===== src/rtl/send_pkt_preamble_arb_if.sv =====
// Request/transmit bundle between host transaction engines, the PID arbiter and the packet sender.
// The slave modport is the arbiter's view; master is the environment driving requests and tx_rdy.
interface send_pkt_preamble_arb_if #(
    parameter int NCH   = 2,
    parameter int PID_W = 4
);
    localparam int GW = (NCH > 1) ? $clog2(NCH) : 1;

    logic [NCH-1:0]       req_wen;
    logic [NCH*PID_W-1:0] req_pid;
    logic [NCH-1:0]       req_preamble;
    logic [NCH-1:0]       req_ready;
    logic [PID_W-1:0]     tx_pid;
    logic                 tx_wen;
    logic                 tx_rdy;
    logic                 busy;
    logic [GW-1:0]        grant_ch;

    modport master (
        output req_wen, req_pid, req_preamble, tx_rdy,
        input  req_ready, tx_pid, tx_wen, busy, grant_ch
    );

    modport slave (
        input  req_wen, req_pid, req_preamble, tx_rdy,
        output req_ready, tx_pid, tx_wen, busy, grant_ch
    );
endinterface


===== src/rtl/send_pkt_preamble_arb.sv =====
// Round-robin USB PID issuer: serves one channel at a time, optionally prefixing a PRE PID
// and a hub set-up gap for low-speed channels before handing the packet PID to the sender.
module send_pkt_preamble_arb #(
    parameter int                      NCH         = 2,
    parameter int                      PID_W       = 4,
    parameter logic [PID_W-1:0]        PRE_PID     = 4'hC,
    parameter logic [(1<<PID_W)-1:0]   EXEMPT_MASK = 16'h0020,
    parameter int                      GAP_CYCLES  = 4,
    parameter int                      GAP_W       = 8
) (
    input  logic                      clk,
    input  logic                      rst,
    send_pkt_preamble_arb_if.slave    bus
);
    localparam int GW = (NCH > 1) ? $clog2(NCH) : 1;

    typedef enum logic [3:0] {
        S_INIT, S_IDLE, S_CHECK,
        S_PRE_WAIT, S_PRE_ISSUE, S_PRE_DROP, S_PRE_DONE, S_GAP,
        S_PKT_WAIT, S_PKT_ISSUE, S_PKT_DROP, S_PKT_DONE, S_COMPLETE
    } state_e;

    state_e           state_q;
    logic [NCH-1:0]   req_ready_q;
    logic [NCH-1:0]   pre_q;
    logic [PID_W-1:0] pid_q [NCH];
    logic [GW-1:0]    rr_q;
    logic [GW-1:0]    grant_q;
    logic [PID_W-1:0] tx_pid_q;
    logic             tx_wen_q;
    logic             busy_q;
    logic [GAP_W-1:0] gap_q;

    logic [NCH-1:0]   accept;
    logic             arb_valid;
    logic [GW-1:0]    arb_ch;
    logic [GW-1:0]    cand;
    logic             need_pre;

    // A channel is pending exactly while its req_ready is low.
    assign accept   = bus.req_wen & req_ready_q;
    assign need_pre = pre_q[grant_q] && !EXEMPT_MASK[pid_q[grant_q]];

    // NOTE: payload slots carry no reset; they are only read after a capture has filled them.
    always_ff @(posedge clk) begin
        for (int ch = 0; ch < NCH; ch++) begin
            if (accept[ch]) begin
                pid_q[ch] <= bus.req_pid[ch*PID_W +: PID_W];
                pre_q[ch] <= bus.req_preamble[ch];
            end
        end
    end

    // Scan downwards so the channel closest after the RR pointer is the last (winning) hit.
    always_comb begin
        arb_valid = 1'b0;
        arb_ch    = '0;
        cand      = '0;
        for (int i = NCH; i >= 1; i--) begin
            cand = GW'((int'(rr_q) + i) % NCH);
            if (!req_ready_q[cand]) begin
                arb_valid = 1'b1;
                arb_ch    = cand;
            end
        end
    end

    always_ff @(posedge clk) begin
        if (rst) begin
            state_q     <= S_INIT;
            req_ready_q <= '1;
            rr_q        <= GW'(NCH - 1);
            grant_q     <= '0;
            tx_pid_q    <= '0;
            tx_wen_q    <= 1'b0;
            busy_q      <= 1'b0;
            gap_q       <= '0;
        end else begin
            req_ready_q <= req_ready_q & ~accept;
            tx_wen_q    <= 1'b0;
            case (state_q)
                S_INIT: state_q <= S_IDLE;
                S_IDLE: begin
                    if (arb_valid) begin
                        grant_q <= arb_ch;
                        rr_q    <= arb_ch;
                        busy_q  <= 1'b1;
                        state_q <= S_CHECK;
                    end
                end
                S_CHECK: state_q <= need_pre ? S_PRE_WAIT : S_PKT_WAIT;
                S_PRE_WAIT: begin
                    if (bus.tx_rdy) begin
                        tx_wen_q <= 1'b1;
                        tx_pid_q <= PRE_PID;
                        state_q  <= S_PRE_ISSUE;
                    end
                end
                S_PRE_ISSUE: state_q <= S_PRE_DROP;
                S_PRE_DROP:  state_q <= S_PRE_DONE;
                S_PRE_DONE: begin
                    if (bus.tx_rdy) begin
                        if (GAP_CYCLES == 0) begin
                            state_q <= S_PKT_WAIT;
                        end else begin
                            gap_q   <= GAP_W'(GAP_CYCLES);
                            state_q <= S_GAP;
                        end
                    end
                end
                S_GAP: begin
                    gap_q <= gap_q - GAP_W'(1);
                    if (gap_q == GAP_W'(1)) state_q <= S_PKT_WAIT;
                end
                S_PKT_WAIT: begin
                    if (bus.tx_rdy) begin
                        tx_wen_q <= 1'b1;
                        tx_pid_q <= pid_q[grant_q];
                        state_q  <= S_PKT_ISSUE;
                    end
                end
                S_PKT_ISSUE: state_q <= S_PKT_DROP;
                S_PKT_DROP:  state_q <= S_PKT_DONE;
                S_PKT_DONE: begin
                    if (bus.tx_rdy) begin
                        req_ready_q[grant_q] <= 1'b1;
                        state_q              <= S_COMPLETE;
                    end
                end
                S_COMPLETE: begin
                    busy_q  <= 1'b0;
                    state_q <= S_IDLE;
                end
                default: state_q <= S_INIT;
            endcase
        end
    end

    assign bus.req_ready = req_ready_q;
    assign bus.tx_pid    = tx_pid_q;
    assign bus.tx_wen    = tx_wen_q;
    assign bus.busy      = busy_q;
    assign bus.grant_ch  = grant_q;
endmodule


===== src/flat_wrapper.sv =====
// flat-port wrapper written by rule: the top's interface ports become plain ports
module send_pkt_preamble_arb_flat 
#(
    parameter int                      NCH         = 2,
    parameter int                      PID_W       = 4,
    parameter logic [PID_W-1:0]        PRE_PID     = 4'hC,
    parameter logic [(1<<PID_W)-1:0]   EXEMPT_MASK = 16'h0020,
    parameter int                      GAP_CYCLES  = 4,
    parameter int                      GAP_W       = 8
)
  (clk, rst, bus_req_wen, bus_req_pid, bus_req_preamble, bus_tx_rdy, bus_req_ready, bus_tx_pid, bus_tx_wen, bus_busy, bus_grant_ch);
  send_pkt_preamble_arb_if #(.NCH(NCH), .PID_W(PID_W)) bus_i ();
  input  logic clk;
  input  logic rst;
  input wire logic [$bits(bus_i.req_wen)-1:0] bus_req_wen;
  input wire logic [$bits(bus_i.req_pid)-1:0] bus_req_pid;
  input wire logic [$bits(bus_i.req_preamble)-1:0] bus_req_preamble;
  input wire logic [$bits(bus_i.tx_rdy)-1:0] bus_tx_rdy;
  output wire logic [$bits(bus_i.req_ready)-1:0] bus_req_ready;
  output wire logic [$bits(bus_i.tx_pid)-1:0] bus_tx_pid;
  output wire logic [$bits(bus_i.tx_wen)-1:0] bus_tx_wen;
  output wire logic [$bits(bus_i.busy)-1:0] bus_busy;
  output wire logic [$bits(bus_i.grant_ch)-1:0] bus_grant_ch;
  assign bus_i.req_wen = bus_req_wen;
  assign bus_i.req_pid = bus_req_pid;
  assign bus_i.req_preamble = bus_req_preamble;
  assign bus_i.tx_rdy = bus_tx_rdy;
  assign bus_req_ready = bus_i.req_ready;
  assign bus_tx_pid = bus_i.tx_pid;
  assign bus_tx_wen = bus_i.tx_wen;
  assign bus_busy = bus_i.busy;
  assign bus_grant_ch = bus_i.grant_ch;
  send_pkt_preamble_arb #(.NCH(NCH), .PID_W(PID_W), .PRE_PID(PRE_PID), .EXEMPT_MASK(EXEMPT_MASK), .GAP_CYCLES(GAP_CYCLES), .GAP_W(GAP_W)) u_core (.clk(clk), .rst(rst), .bus(bus_i));
endmodule

===== config.mk =====
export PLATFORM = sky130hd
export DESIGN_NAME = send_pkt_preamble_arb_flat
export DESIGN_NICKNAME = d
export VERILOG_FILES = /design/src/rtl/send_pkt_preamble_arb_if.sv /design/src/rtl/send_pkt_preamble_arb.sv /design/src/flat_wrapper.sv
export SDC_FILE = /design/constraint.sdc
export NUM_CORES = 1
export LEC_CHECK = 0
export CORE_UTILIZATION = 45
export CTS_CLUSTER_SIZE = 16
export DETAILED_ROUTE_END_ITERATION = 10
export HOLD_SLACK_MARGIN = 0.12
export MAX_ROUTING_LAYER = met4
export PLACE_DENSITY = 0.72
export SETUP_SLACK_MARGIN = 0.05
export SKIP_LAST_GASP = 1
export SLEW_MARGIN = 40
export SYNTH_ARGS = -nofsm -noshare
export SYNTH_HDL_FRONTEND = slang
export SYNTH_SLANG_ARGS = --single-unit

===== constraint.sdc =====
create_clock -name clk -period 1.5 [get_ports clk]
set_input_delay 0.375 -clock clk [delete_from_list [all_inputs] [get_ports clk]]
set_output_delay 0.375 -clock clk [all_outputs]
set_load 0.05 [all_outputs]

==> flow_metrics.py <==
metrics = {
    "run_status": {
        "outcome": "completed",
    },
    "yosys": {
        "ys_ff_latch": 33,
        "synth.distinct_cells": 51,
        "yosysTopAreaCellShare_pct": 29.7,
        "syn_nets": 173,
        "synthArstFlopShare_pct": 0,
        "syn_area_um2": 1550,
        "ys_warn_count": 0,
        "postSynthAreaPerCell_um2": 9.94,
        "ys_seq_area_share_pct": 49.1,
        "syn_inst": 156,
        "synth_flop_cell": "dfxtp_1",
        "netlist_top_cells_area": "dfxtp_1 30%, edfxtp_1 19%, a21oi_1 3.6%, nor2_1 3.4%, o2bb2ai_1 2.3%",
        "yosys.area.top_type": "dfxtp_1",
        "synth_edf_count": 10,
    },
    "detailed_routing": {
        "detail_route.drc_violations": 0,
        "num_vias": 1399,
        "ant_nets": 0,
        "drtPass1Iterations": 4,
        "vias_per_cell": 5.55,
        "drt_iter0_markers": 66,
        "routedWlPerCell_um": 15.3,
        "wl_um": 3850,
    },
    "grt": {
        "grtUsageTotal_pct": 22.8,
        "grt_first_pass_wirelength_um": 5910,
        "grt_overflow": 0,
        "grt_max_degree": 15,
        "first_global_vias": 1344,
        "grt_antenna_before_repair": 0,
    },
    "sta": {
        "relSlewSlack_pct": 73.8,
        "fin_crit_ns": 1.49,
        "layout_worst_path_cycle_share_pct": 99.0,
        "setup_viol": 0,
        "timing.hold.ws_ns": 0.503,
        "slew_viol_final": 0,
        "fin_skew_ns": 0.00782,
        "fmax_mhz": 673,
        "rsz0062_at_grt": "true",
        "tightest_slew_ns": 0.382,
        "hold_viol_final": 0,
    },
    "finish": {
        "nNetsFinal": 224,
        "antenna_cells": 0,
        "final_util_pct": 74.3,
        "multiInputGateArea_um2": 885,
        "regArea_um2": 773,
        "num-fill-cells": 227,
        "drive_gt1_share_pct": 38.0,
        "layout-area-overhead-vs-synth_pct": 51.2,
    },
    "power": {
        "ir_worst_vdd_mv": 0.781,
        "p_leak_nw": 0.843,
        "pwr_density_cell_nw_per_um2": 1190,
    },
    "clocking": {
        "hold_buffers": 0,
        "clock-sinks": 33,
        "cts_buffers": 5,
        "clk_pin_slew_ns": 0.10,
        "clk-insertion-delay-late_ns": 0.33,
        "cts_tree": "done",
        "cts.htree.levels": 2,
        "cts_root_buf": "clkbuf_4",
        "cts.path.max_buffers": 2,
    },
    "critical_path": {
        "cp_max_fo": 10,
        "path_delay_family": "compound AO/OA/AOI/OAI gates",
        "worst_ep_required_time_ns": 1.76,
        "critPathCaptureType": "register",
        "worstPathBufferInverterCount": 1,
        "slowest_delay_ns": 0.35,
        "path_cells": "buf_6, nand4b_1, a41oi_2, nor2_4, a21oi_2, o2bb2ai_1",
        "critPathSlowestCell": "dfxtp_2",
        "crit_path_start_kind": "register",
        "crit_arrival_ns": 1.75,
        "critical_path_class": "register to register",
    },
    "floorplanning": {
        "die_w_um": 60.7,
        "die_h_um": 60.7,
        "dieArea_um2": 3680,
        "rows": 20,
        "ios": 24,
        "initial_core_util_pct": 49.2,
        "core_um2": 3150,
    },
    "placed_design": {
        "routabilityCongestion": 0.902,
        "io_buffers": 23,
        "hpwl_um": 2640,
    },
    "flow_run": {
        "drv_cap": 0,
    },
    "hold_path": {
        "hold_class": "register to register",
    },
}
## cell usage after synthesis, types with 3 or more instances
master      n
nand3_1     4
nor2b_1     3
a31oi_1     4
nor2_1     14
a21oi_1    11
mux2i_1     3
buf_2       3
o21ai_0     4
dfxtp_1    23
edfxtp_1   10
and2_1      3
nand2b_1    4
nand2_1     9
nor3_1      5
inv_1       8
mux2_2      3
o2bb2ai_1   4
## worst register-to-register path, stage by stage (launching register included)
cell and delay [ns]:
dfxtp_2 0.35, buf_6 0.14, nand4b_1 0.22, a41oi_2 0.31, nor2_4 0.09, a21oi_2 0.18
o2bb2ai_1 0.13
## metrics by stage
| stage | setup slack (ns) | cell area (um2) | power [mW] | instances | setup TNS (ns) |
|---|---|---|---|---|---|
| global route | -0.0583 | 2340 | 2.93 | 252 | -0.241 |
| finish | 0.0149 | 2340 | 2.79 | 252 | 0 |
| CTS | 0.0415 | 2190 | 2.60 | 250 | 0 |
| global placement | -0.220 | 2060 | 1.99 | 239 | -1.76 |
| detailed placement | -0.257 | 2060 | 2.01 | 239 | -2.28 |
| floorplan | 0.121 | 1550 | 1.60 | 156 | 0 |
## layout make-up
type                       count  area share (%)
clock buffer                   8            2.51
timing repair buffer          51            23.1
sequential                    33            33.0
inverter                       8            1.28
multi-input combinational    108            37.7
tap                           44            2.35
## worst paths after layout
check	from	to	slack, ns	depth (start not counted)
worst max-delay path	u_core.state_q[3]	u_core.state_q[3]	0.01	6
worst min-delay path	u_core.gap_q[3]	u_core.gap_q[3]	0.50	2
worst max register to register	u_core.state_q[3]	u_core.state_q[3]	0.01	6
worst min register to register	u_core.gap_q[3]	u_core.gap_q[3]	0.50	2
## flip-flops by register name (all words and copies together), names as in the netlist, named ones only
| name | cells |
|---|---|
| u_core.bus.busy | 1 |
| u_core.bus.grant_ch | 1 |
| u_core.bus.req_ready | 2 |
| u_core.bus.tx_pid | 4 |
| u_core.bus.tx_wen | 1 |
| u_core.gap_q | 8 |
| u_core.pid_q | 8 |
| u_core.pre_q | 2 |
| u_core.rr_q | 1 |
| u_core.state_q | 4 |
## repair_timing
item	CTS	global route
pin swaps	7	11
endpoints found under the setup margin	15	19
gates resized for setup	14	30
hold endpoints to repair	0	0
buffers inserted	3	2
## cells by family (layout without fill, tap and decap cells)
logic type | after synthesis | after routing | synth area share [%]
compound gates | 39 | 39 | 18.4
fa+ha+maj | 2 | 2 | 1.61
simple gates | 60 | 60 | 22.1
xor+xnor | 1 | 1 | 0.565
buf+inv | 15 | 67 | 4.12
flops | 33 | 33 | 49.1
mux | 6 | 6 | 4.12
## power by group
group | internal, mW | leakage (nW) | total (mW) | switching [mW]
Sequential | 1.03 | 0.284 | 1.15 | 0.122
Combinational | 0.587 | 0.526 | 1.12 | 0.534
Clock | 0.231 | 0.0326 | 0.516 | 0.285
Total | 1.84 | 0.843 | 2.79 | 0.941
## cell usage in the layout, fill, tap and decap left out, drive strengths merged, types with 2 or more instances in the layout
master	instances
a221oi	2
edfxtp	10
mux2i	3
nor2b	3
o21ai	4
nor3	6
clkbuf	8
nand2	9
nand2b	4
ha	2
nor4b	2
clkdlybuf4s50	14
buf	37
nor2	15
and2	3
a211o	2
a21oi	12
a31oi	4
o2bb2ai	4
a22oi	2
mux2	3
nand3	4
o31ai	2
inv	8
dfxtp	23
or3	2
or2	2
## layer usage
| metal | GRT usage [%] | share of wire (%) | vias up |
|---|---|---|---|
| li1 | - | - | 681 |
| met1 | 26.4 | 42 | 678 |
| met2 | 37.7 | 53 | 33 |
| met3 | 6.82 | 3.9 | 7 |
| met4 | 7.79 | 1.4 | 0 |
| met5 | - | 0 | - |
Power figures use the tool's default switching activity.
